File: src/rtl/mdu_pkg.sv
// Shared types and constants for the execute-stage HI/LO multiply/divide unit.
package mdu_pkg;
    typedef enum logic [1:0] {IDLE, DIV_RUN, DIV_FIX} div_state_e;

    localparam int          DIV_ITER = 32;
    localparam logic [31:0] DIVZ_LO  = 32'hFFFF_FFFF;
endpackage

File: src/rtl/mdu_if.sv
// EX-stage <-> HI/LO unit bundle: decoded controls and operands in, stall/readback out.
interface mdu_if;
    logic        ex_valid;
    logic        cancel;
    logic [1:0]  MULT;
    logic [1:0]  DIV;
    logic [1:0]  MFHL;
    logic [1:0]  MTHL;
    logic [31:0] rs_value;
    logic [31:0] rt_value;
    logic        busy;
    logic        stall_req;
    logic [31:0] hilo_rdata;

    modport master (output ex_valid, cancel, MULT, DIV, MFHL, MTHL, rs_value, rt_value,
                    input  busy, stall_req, hilo_rdata);
    modport slave  (input  ex_valid, cancel, MULT, DIV, MFHL, MTHL, rs_value, rt_value,
                    output busy, stall_req, hilo_rdata);
endinterface

File: src/rtl/div_iter.sv
// Restoring divider on operand magnitudes: 32 shift/subtract cycles, then one
// sign fix-up cycle in which done pulses and the HI/LO results are presented.
module div_iter
    import mdu_pkg::*;
#(
    parameter int ITER = DIV_ITER
) (
    input  logic        clk,
    input  logic        resetn,
    input  logic        start_i,
    input  logic        signed_i,
    input  logic [31:0] a_i,
    input  logic [31:0] b_i,
    output logic        busy_o,
    output logic        done_o,
    output logic [31:0] hi_o,
    output logic [31:0] lo_o
);
    localparam int CW = $clog2(ITER);

    div_state_e    state_q, state_d;
    logic [CW-1:0] cnt_q, cnt_d;
    logic [31:0]   rem_q, rem_d, quo_q, quo_d, dvsr_q, dvsr_d, a_q, a_d;
    logic          qneg_q, qneg_d, rneg_q, rneg_d, dvz_q, dvz_d;

    logic [31:0] abs_a, abs_b, rem_sub;
    logic [32:0] rem_sh;
    logic        ge;

    assign abs_a   = (signed_i && a_i[31]) ? -a_i : a_i;
    assign abs_b   = (signed_i && b_i[31]) ? -b_i : b_i;
    // remainder can reach 33 bits after the shift when divu uses a divisor >= 2^31
    assign rem_sh  = {rem_q, quo_q[31]};
    assign ge      = rem_sh >= {1'b0, dvsr_q};
    assign rem_sub = 32'(rem_sh - {1'b0, dvsr_q});

    always_ff @(posedge clk or negedge resetn) begin
        if (!resetn) begin
            state_q <= IDLE;
            cnt_q   <= '0;
            rem_q   <= '0;
            quo_q   <= '0;
            dvsr_q  <= '0;
            a_q     <= '0;
            qneg_q  <= 1'b0;
            rneg_q  <= 1'b0;
            dvz_q   <= 1'b0;
        end else begin
            state_q <= state_d;
            cnt_q   <= cnt_d;
            rem_q   <= rem_d;
            quo_q   <= quo_d;
            dvsr_q  <= dvsr_d;
            a_q     <= a_d;
            qneg_q  <= qneg_d;
            rneg_q  <= rneg_d;
            dvz_q   <= dvz_d;
        end
    end

    always_comb begin
        state_d = state_q;
        case (state_q)
            IDLE:    if (start_i) state_d = DIV_RUN;
            DIV_RUN: if (cnt_q == '0) state_d = DIV_FIX;
            DIV_FIX: state_d = IDLE;
            default: state_d = IDLE;
        endcase
    end

    always_comb begin
        cnt_d  = cnt_q;
        rem_d  = rem_q;
        quo_d  = quo_q;
        dvsr_d = dvsr_q;
        a_d    = a_q;
        qneg_d = qneg_q;
        rneg_d = rneg_q;
        dvz_d  = dvz_q;
        case (state_q)
            IDLE: if (start_i) begin
                cnt_d  = CW'(ITER - 1);
                rem_d  = '0;
                quo_d  = abs_a;
                dvsr_d = abs_b;
                a_d    = a_i;
                qneg_d = signed_i & (a_i[31] ^ b_i[31]);
                rneg_d = signed_i & a_i[31];
                dvz_d  = (b_i == '0);
            end
            DIV_RUN: begin
                rem_d = ge ? rem_sub : rem_sh[31:0];
                quo_d = {quo_q[30:0], ge};
                if (cnt_q != '0) cnt_d = cnt_q - 1'b1;
            end
            default: ;
        endcase
    end

    always_comb begin
        busy_o = (state_q != IDLE);
        done_o = (state_q == DIV_FIX);
        lo_o   = dvz_q ? DIVZ_LO : (qneg_q ? -quo_q : quo_q);
        hi_o   = dvz_q ? a_q     : (rneg_q ? -rem_q : rem_q);
    end
endmodule

File: src/rtl/mul_div_unit.sv
// HI/LO unit for the MIPS EX stage: owns HI/LO, single-cycle multiply,
// hands divides to div_iter and stalls HI/LO instructions while it runs.
module mul_div_unit
    import mdu_pkg::*;
#(
    parameter int DIV_ITER = mdu_pkg::DIV_ITER
) (
    input  logic  clk,
    input  logic  resetn,
    mdu_if.slave  bus
);
    logic [31:0] hi_q, hi_d, lo_q, lo_d;
    logic [63:0] opa, opb, product;
    logic [31:0] div_hi, div_lo;
    logic        div_busy, div_done, issue, any_hilo;

    assign any_hilo = |{bus.MULT, bus.DIV, bus.MFHL, bus.MTHL};
    assign issue    = bus.ex_valid & ~bus.cancel & ~div_busy;

    // one 64x64 multiplier; mult sign-extends, multu zero-extends
    assign opa     = bus.MULT[0] ? {{32{bus.rs_value[31]}}, bus.rs_value} : {32'b0, bus.rs_value};
    assign opb     = bus.MULT[0] ? {{32{bus.rt_value[31]}}, bus.rt_value} : {32'b0, bus.rt_value};
    assign product = opa * opb;

    div_iter #(.ITER(DIV_ITER)) u_div (
        .clk      (clk),
        .resetn   (resetn),
        .start_i  (issue & |bus.DIV),
        .signed_i (bus.DIV[0]),
        .a_i      (bus.rs_value),
        .b_i      (bus.rt_value),
        .busy_o   (div_busy),
        .done_o   (div_done),
        .hi_o     (div_hi),
        .lo_o     (div_lo)
    );

    // div_done only occurs while busy, so it can never collide with an issue
    always_comb begin
        hi_d = hi_q;
        lo_d = lo_q;
        if (div_done) begin
            hi_d = div_hi;
            lo_d = div_lo;
        end else if (issue) begin
            if (|bus.MULT) {hi_d, lo_d} = product;
            if (bus.MTHL[1]) hi_d = bus.rs_value;
            if (bus.MTHL[0]) lo_d = bus.rs_value;
        end
    end

    always_ff @(posedge clk or negedge resetn) begin
        if (!resetn) begin
            hi_q <= '0;
            lo_q <= '0;
        end else begin
            hi_q <= hi_d;
            lo_q <= lo_d;
        end
    end

    assign bus.busy       = div_busy;
    assign bus.stall_req  = div_busy & bus.ex_valid & any_hilo;
    assign bus.hilo_rdata = bus.MFHL[1] ? hi_q : lo_q;
endmodule
File: src/flat_wrapper.sv
// flat-port wrapper written by rule: the top's interface ports become plain ports
module mul_div_unit_flat import mdu_pkg::*;
#(
    parameter int DIV_ITER = mdu_pkg::DIV_ITER
)
  (clk, resetn, bus_ex_valid, bus_cancel, bus_MULT, bus_DIV, bus_MFHL, bus_MTHL, bus_rs_value, bus_rt_value, bus_busy, bus_stall_req, bus_hilo_rdata);
  mdu_if bus_i ();
  input  logic clk;
  input  logic resetn;
  input wire logic [$bits(bus_i.ex_valid)-1:0] bus_ex_valid;
  input wire logic [$bits(bus_i.cancel)-1:0] bus_cancel;
  input wire logic [$bits(bus_i.MULT)-1:0] bus_MULT;
  input wire logic [$bits(bus_i.DIV)-1:0] bus_DIV;
  input wire logic [$bits(bus_i.MFHL)-1:0] bus_MFHL;
  input wire logic [$bits(bus_i.MTHL)-1:0] bus_MTHL;
  input wire logic [$bits(bus_i.rs_value)-1:0] bus_rs_value;
  input wire logic [$bits(bus_i.rt_value)-1:0] bus_rt_value;
  output wire logic [$bits(bus_i.busy)-1:0] bus_busy;
  output wire logic [$bits(bus_i.stall_req)-1:0] bus_stall_req;
  output wire logic [$bits(bus_i.hilo_rdata)-1:0] bus_hilo_rdata;
  assign bus_i.ex_valid = bus_ex_valid;
  assign bus_i.cancel = bus_cancel;
  assign bus_i.MULT = bus_MULT;
  assign bus_i.DIV = bus_DIV;
  assign bus_i.MFHL = bus_MFHL;
  assign bus_i.MTHL = bus_MTHL;
  assign bus_i.rs_value = bus_rs_value;
  assign bus_i.rt_value = bus_rt_value;
  assign bus_busy = bus_i.busy;
  assign bus_stall_req = bus_i.stall_req;
  assign bus_hilo_rdata = bus_i.hilo_rdata;
  mul_div_unit #(.DIV_ITER(DIV_ITER)) u_core (.clk(clk), .resetn(resetn), .bus(bus_i));
endmodule
File: config.mk
export PLATFORM = sky130hd
export DESIGN_NAME = mul_div_unit_flat
export DESIGN_NICKNAME = d
export VERILOG_FILES = /design/src/rtl/mdu_pkg.sv /design/src/rtl/mdu_if.sv /design/src/rtl/div_iter.sv /design/src/rtl/mul_div_unit.sv /design/src/flat_wrapper.sv
export SDC_FILE = /design/constraint.sdc
export NUM_CORES = 2
export LEC_CHECK = 0
export ABC_AREA = 1
export ABC_CLOCK_PERIOD_IN_PS = 3900
export CAP_MARGIN = 15
export CORE_UTILIZATION = 45
export DETAILED_ROUTE_END_ITERATION = 10
export HOLD_SLACK_MARGIN = 0.03
export PLACE_DENSITY = 0.58
export SYNTH_ARGS = -nofsm -noshare
export SYNTH_HDL_FRONTEND = slang
export SYNTH_SLANG_ARGS = --single-unit
File: constraint.sdc
create_clock -name clk -period 3.9 [get_ports clk]
set_clock_uncertainty 0.05 [all_clocks]
set_input_delay 0.585 -clock clk [delete_from_list [all_inputs] [get_ports clk]]
set_output_delay 0.585 -clock clk [all_outputs]
set_load 0.01 [all_outputs]
==> metrics.txt <==
Max Root-Sink Buffers=3; worst min path class=input port to asynchronous set/reset pin; R2R Path Start=u_core.u_div.rem_q[13]; crit-path max FO=7; EDFF count, synth=0; commonest non-fill, non-tap cell in the layout=inv_1; Die ar.=144600 sq um; Seq cells post-synth=202; DR pass1 iterations=6; Worst slew margin=30.11%; critical path startpoint category=input port; final setup violation count=between 50 and 60; setup_tns=-216880 ps; post-route ant nets=0; WS Path Type=input port to register; grt ovf=0; Avg Inst Size Synth=7.845 sq um; CTS tree=built; Initial Utilization=45.43%; async set-or-reset flop fraction in the synthesized netlist=100.0%; TritonCTS Buffers=28; Critical Path Max Stage Delay=between 500 and 600 ps; crit path DAT=8700 ps; critical path capture point type=register; post-synthesis sequential area ratio=7.850%; Clock Sinks=202; Slew @ Worst Pin=~1000 ps; DRC Markers=0; unrepaired setup endpoints after global routing=true; Synth area leader=fa_1; Die Ht=380.3 um; Clk Latency, worst-skew pair=590 ps; most frequent cells in the layout=inv_1, nand2_1, fa_1, buf_4, ha_1; outcome=complete, but fails checks; Final min period=just over 8000 ps; CP bufs+invs=16; CTS hold repair buffers=0; Yosys cell types=~70; global-route wire length before repair=409700 um; vias in the first global route=61990; Highest Clock Rate=0.1213 GHz; yosys warns=0; Core Footprint=between 100000 and 150000 sq um; Slowest-stage cell, CP=fa_1; DR vias/cell=5.197; critical path's top delay family=adder cells; Nets=11080; Wirelength per Cell=roughly 25 um; cell area after synthesis=around 64000 sq um; I/O pins=110; FF-to-FF End=u_core.u_div.rem_q[21]; GRT Util Overall=about two fifths; syn_nets=10050; top post-synthesis cells by area=fa_1, inv_1, nand2_1; area delta synth->final=32.22%; clk slew on worst S/H paths=roughly 60 ps; PnR worst setup slack=-4344 ps; Post-Syn Instances=8209; Worst R2R Setup Slack=between 600 and 700 ps; critical path required time=4360 ps; initial antenna violation count=14; violated checks=negative setup slack; DP HPWL=around 220000 um; routed wire length=278800 um; Hold Fails Final Rpt=0; fin cells=~11000; I/O Buffers=roughly 110; Die Wd=380.3 um; Fillers=12720; share of cells above drive strength 1=26.98%; final worst-path cycle share=211.4%; cell count after placement=~11000; maxcap violations=0; top_reg_cell synth=dfrtp_1; iteration-0 DRC count of the detailed router=5144; routed vias=57950; worst hold slack=49.48 ps; Root Driver=clkbuf_16; Final Wtd Congestion=about 1; most used cell, CP=fa_1; site row count=138; R2R depth=12; Final Max Tran Viols=0; H-tree depth=1; largest net degree at the start of global routing=101; area share of the leading cell type in the synthesized netlist=44.14%
area by class of cell:
class | instances | area (sq um) | share of cell area [%]
Timing Repair Buffer | 1350 | 13530 | 15.89
Sequential cell | 202 | 5055 | 5.937
Antenna cell | 8 | 20.02 | 0.02351
Multi-Input combinational cell | 5118 | 53640 | 63.00
Clock inverter | 16 | 180.2 | 0.2116
Clock buffer | 35 | 777.0 | 0.9125
Tap cell | 1890 | 2365 | 2.777
Inverter | 2532 | 9575 | 11.25
state kept, by name (all words and copies together), names as in the netlist, 2 cells and up:
name	count
u_core.u_div.a_q	32
u_core.u_div.state_q	2
u_core.u_div.rem_q	32
u_core.u_div.dvsr_q	32
u_core.hi_q	32
u_core.lo_q	32
u_core.u_div.cnt_q	5
u_core.u_div.quo_q	32
Yosys cell counts (all sizes together) (4+ instances only):
library cell  count
o211ai           28
dfrtp           202
o221ai           46
mux2              6
a21boi            8
inv            2527
a31oi            35
nand4            30
clkbuf          219
nand3b            7
buf             138
o2111ai           4
xor2             88
nor4             14
nor3             54
a21o             14
clkinv            5
o22ai            15
o21bai           29
o31ai            10
o21a              4
a21oi           257
nor2            391
nand3           176
ha              347
o21ai           333
fa             1420
or2              16
nand2          1720
xnor2            44
timing repair:
| item | in CTS | in global routing |
|---|---|---|
| setup buffers | 240 | 72 |
| pin swaps | 500 | 361 |
| endpoints found under the setup margin | 60 | 61 |
| gates resized for setup | 1099 | 409 |
| cloned | 30 | 1 |
kinds of logic after synthesis:
| kind of cell | Yosys count | share of synthesized area [%] |
|---|---|---|
| buf+inv | 2889 | 16.96 |
| simple gates | 2415 | 15.19 |
| fa+ha+maj | 1767 | 50.89 |
| compound gates | 798 | 7.207 |
| flops | 202 | 7.850 |
| xor+xnor | 132 | 1.795 |
| mux | 6 | 0.1049 |
how the worst max path moves through the flow:
stage / startpoint / end / cells past startpoint
2_1_floorplan: bus_rs_value[31] / u_core.hi_q[31] / 35
3_3_place_gp: bus_MULT[0] / u_core.hi_q[18] / 34
3_5_place_dp: bus_MULT[0] / u_core.hi_q[18] / 37
4_1_cts: bus_MULT[0] / u_core.hi_q[24] / 36
5_1_grt: bus_MULT[0] / u_core.hi_q[24] / 35
6_report: bus_MULT[0] / u_core.hi_q[24] / 39
through the flow:
step                      util [%]  setup slack (ps)  cell area (sq um)
after detailed placement     53.25             -5885              75480
after floorplan                  -             -4283              66970
after global placement       53.25             -5958              75480
final                        60.06             -4344              85150
after global routing         60.05             -4585              85130
after CTS                    58.69             -4366              83190
layer usage:
layer / global-route usage [%] / share of wire [%] / vias up / routed length (um)
met5: 0 / 0.013 / - / 37
met4: 21.14 / 7.0 / 6 / 19420
met3: 6.333 / 8.3 / 623 / 23130
met1: 50.89 / 39 / 29240 / 109700
li1: - / - / 25680 / -
met2: 62.50 / 45 / 2394 / 126400
Power is left out: the tool's default activity adds up to more than one toggle a clock period on the data nets, which glitch-free logic cannot reach.
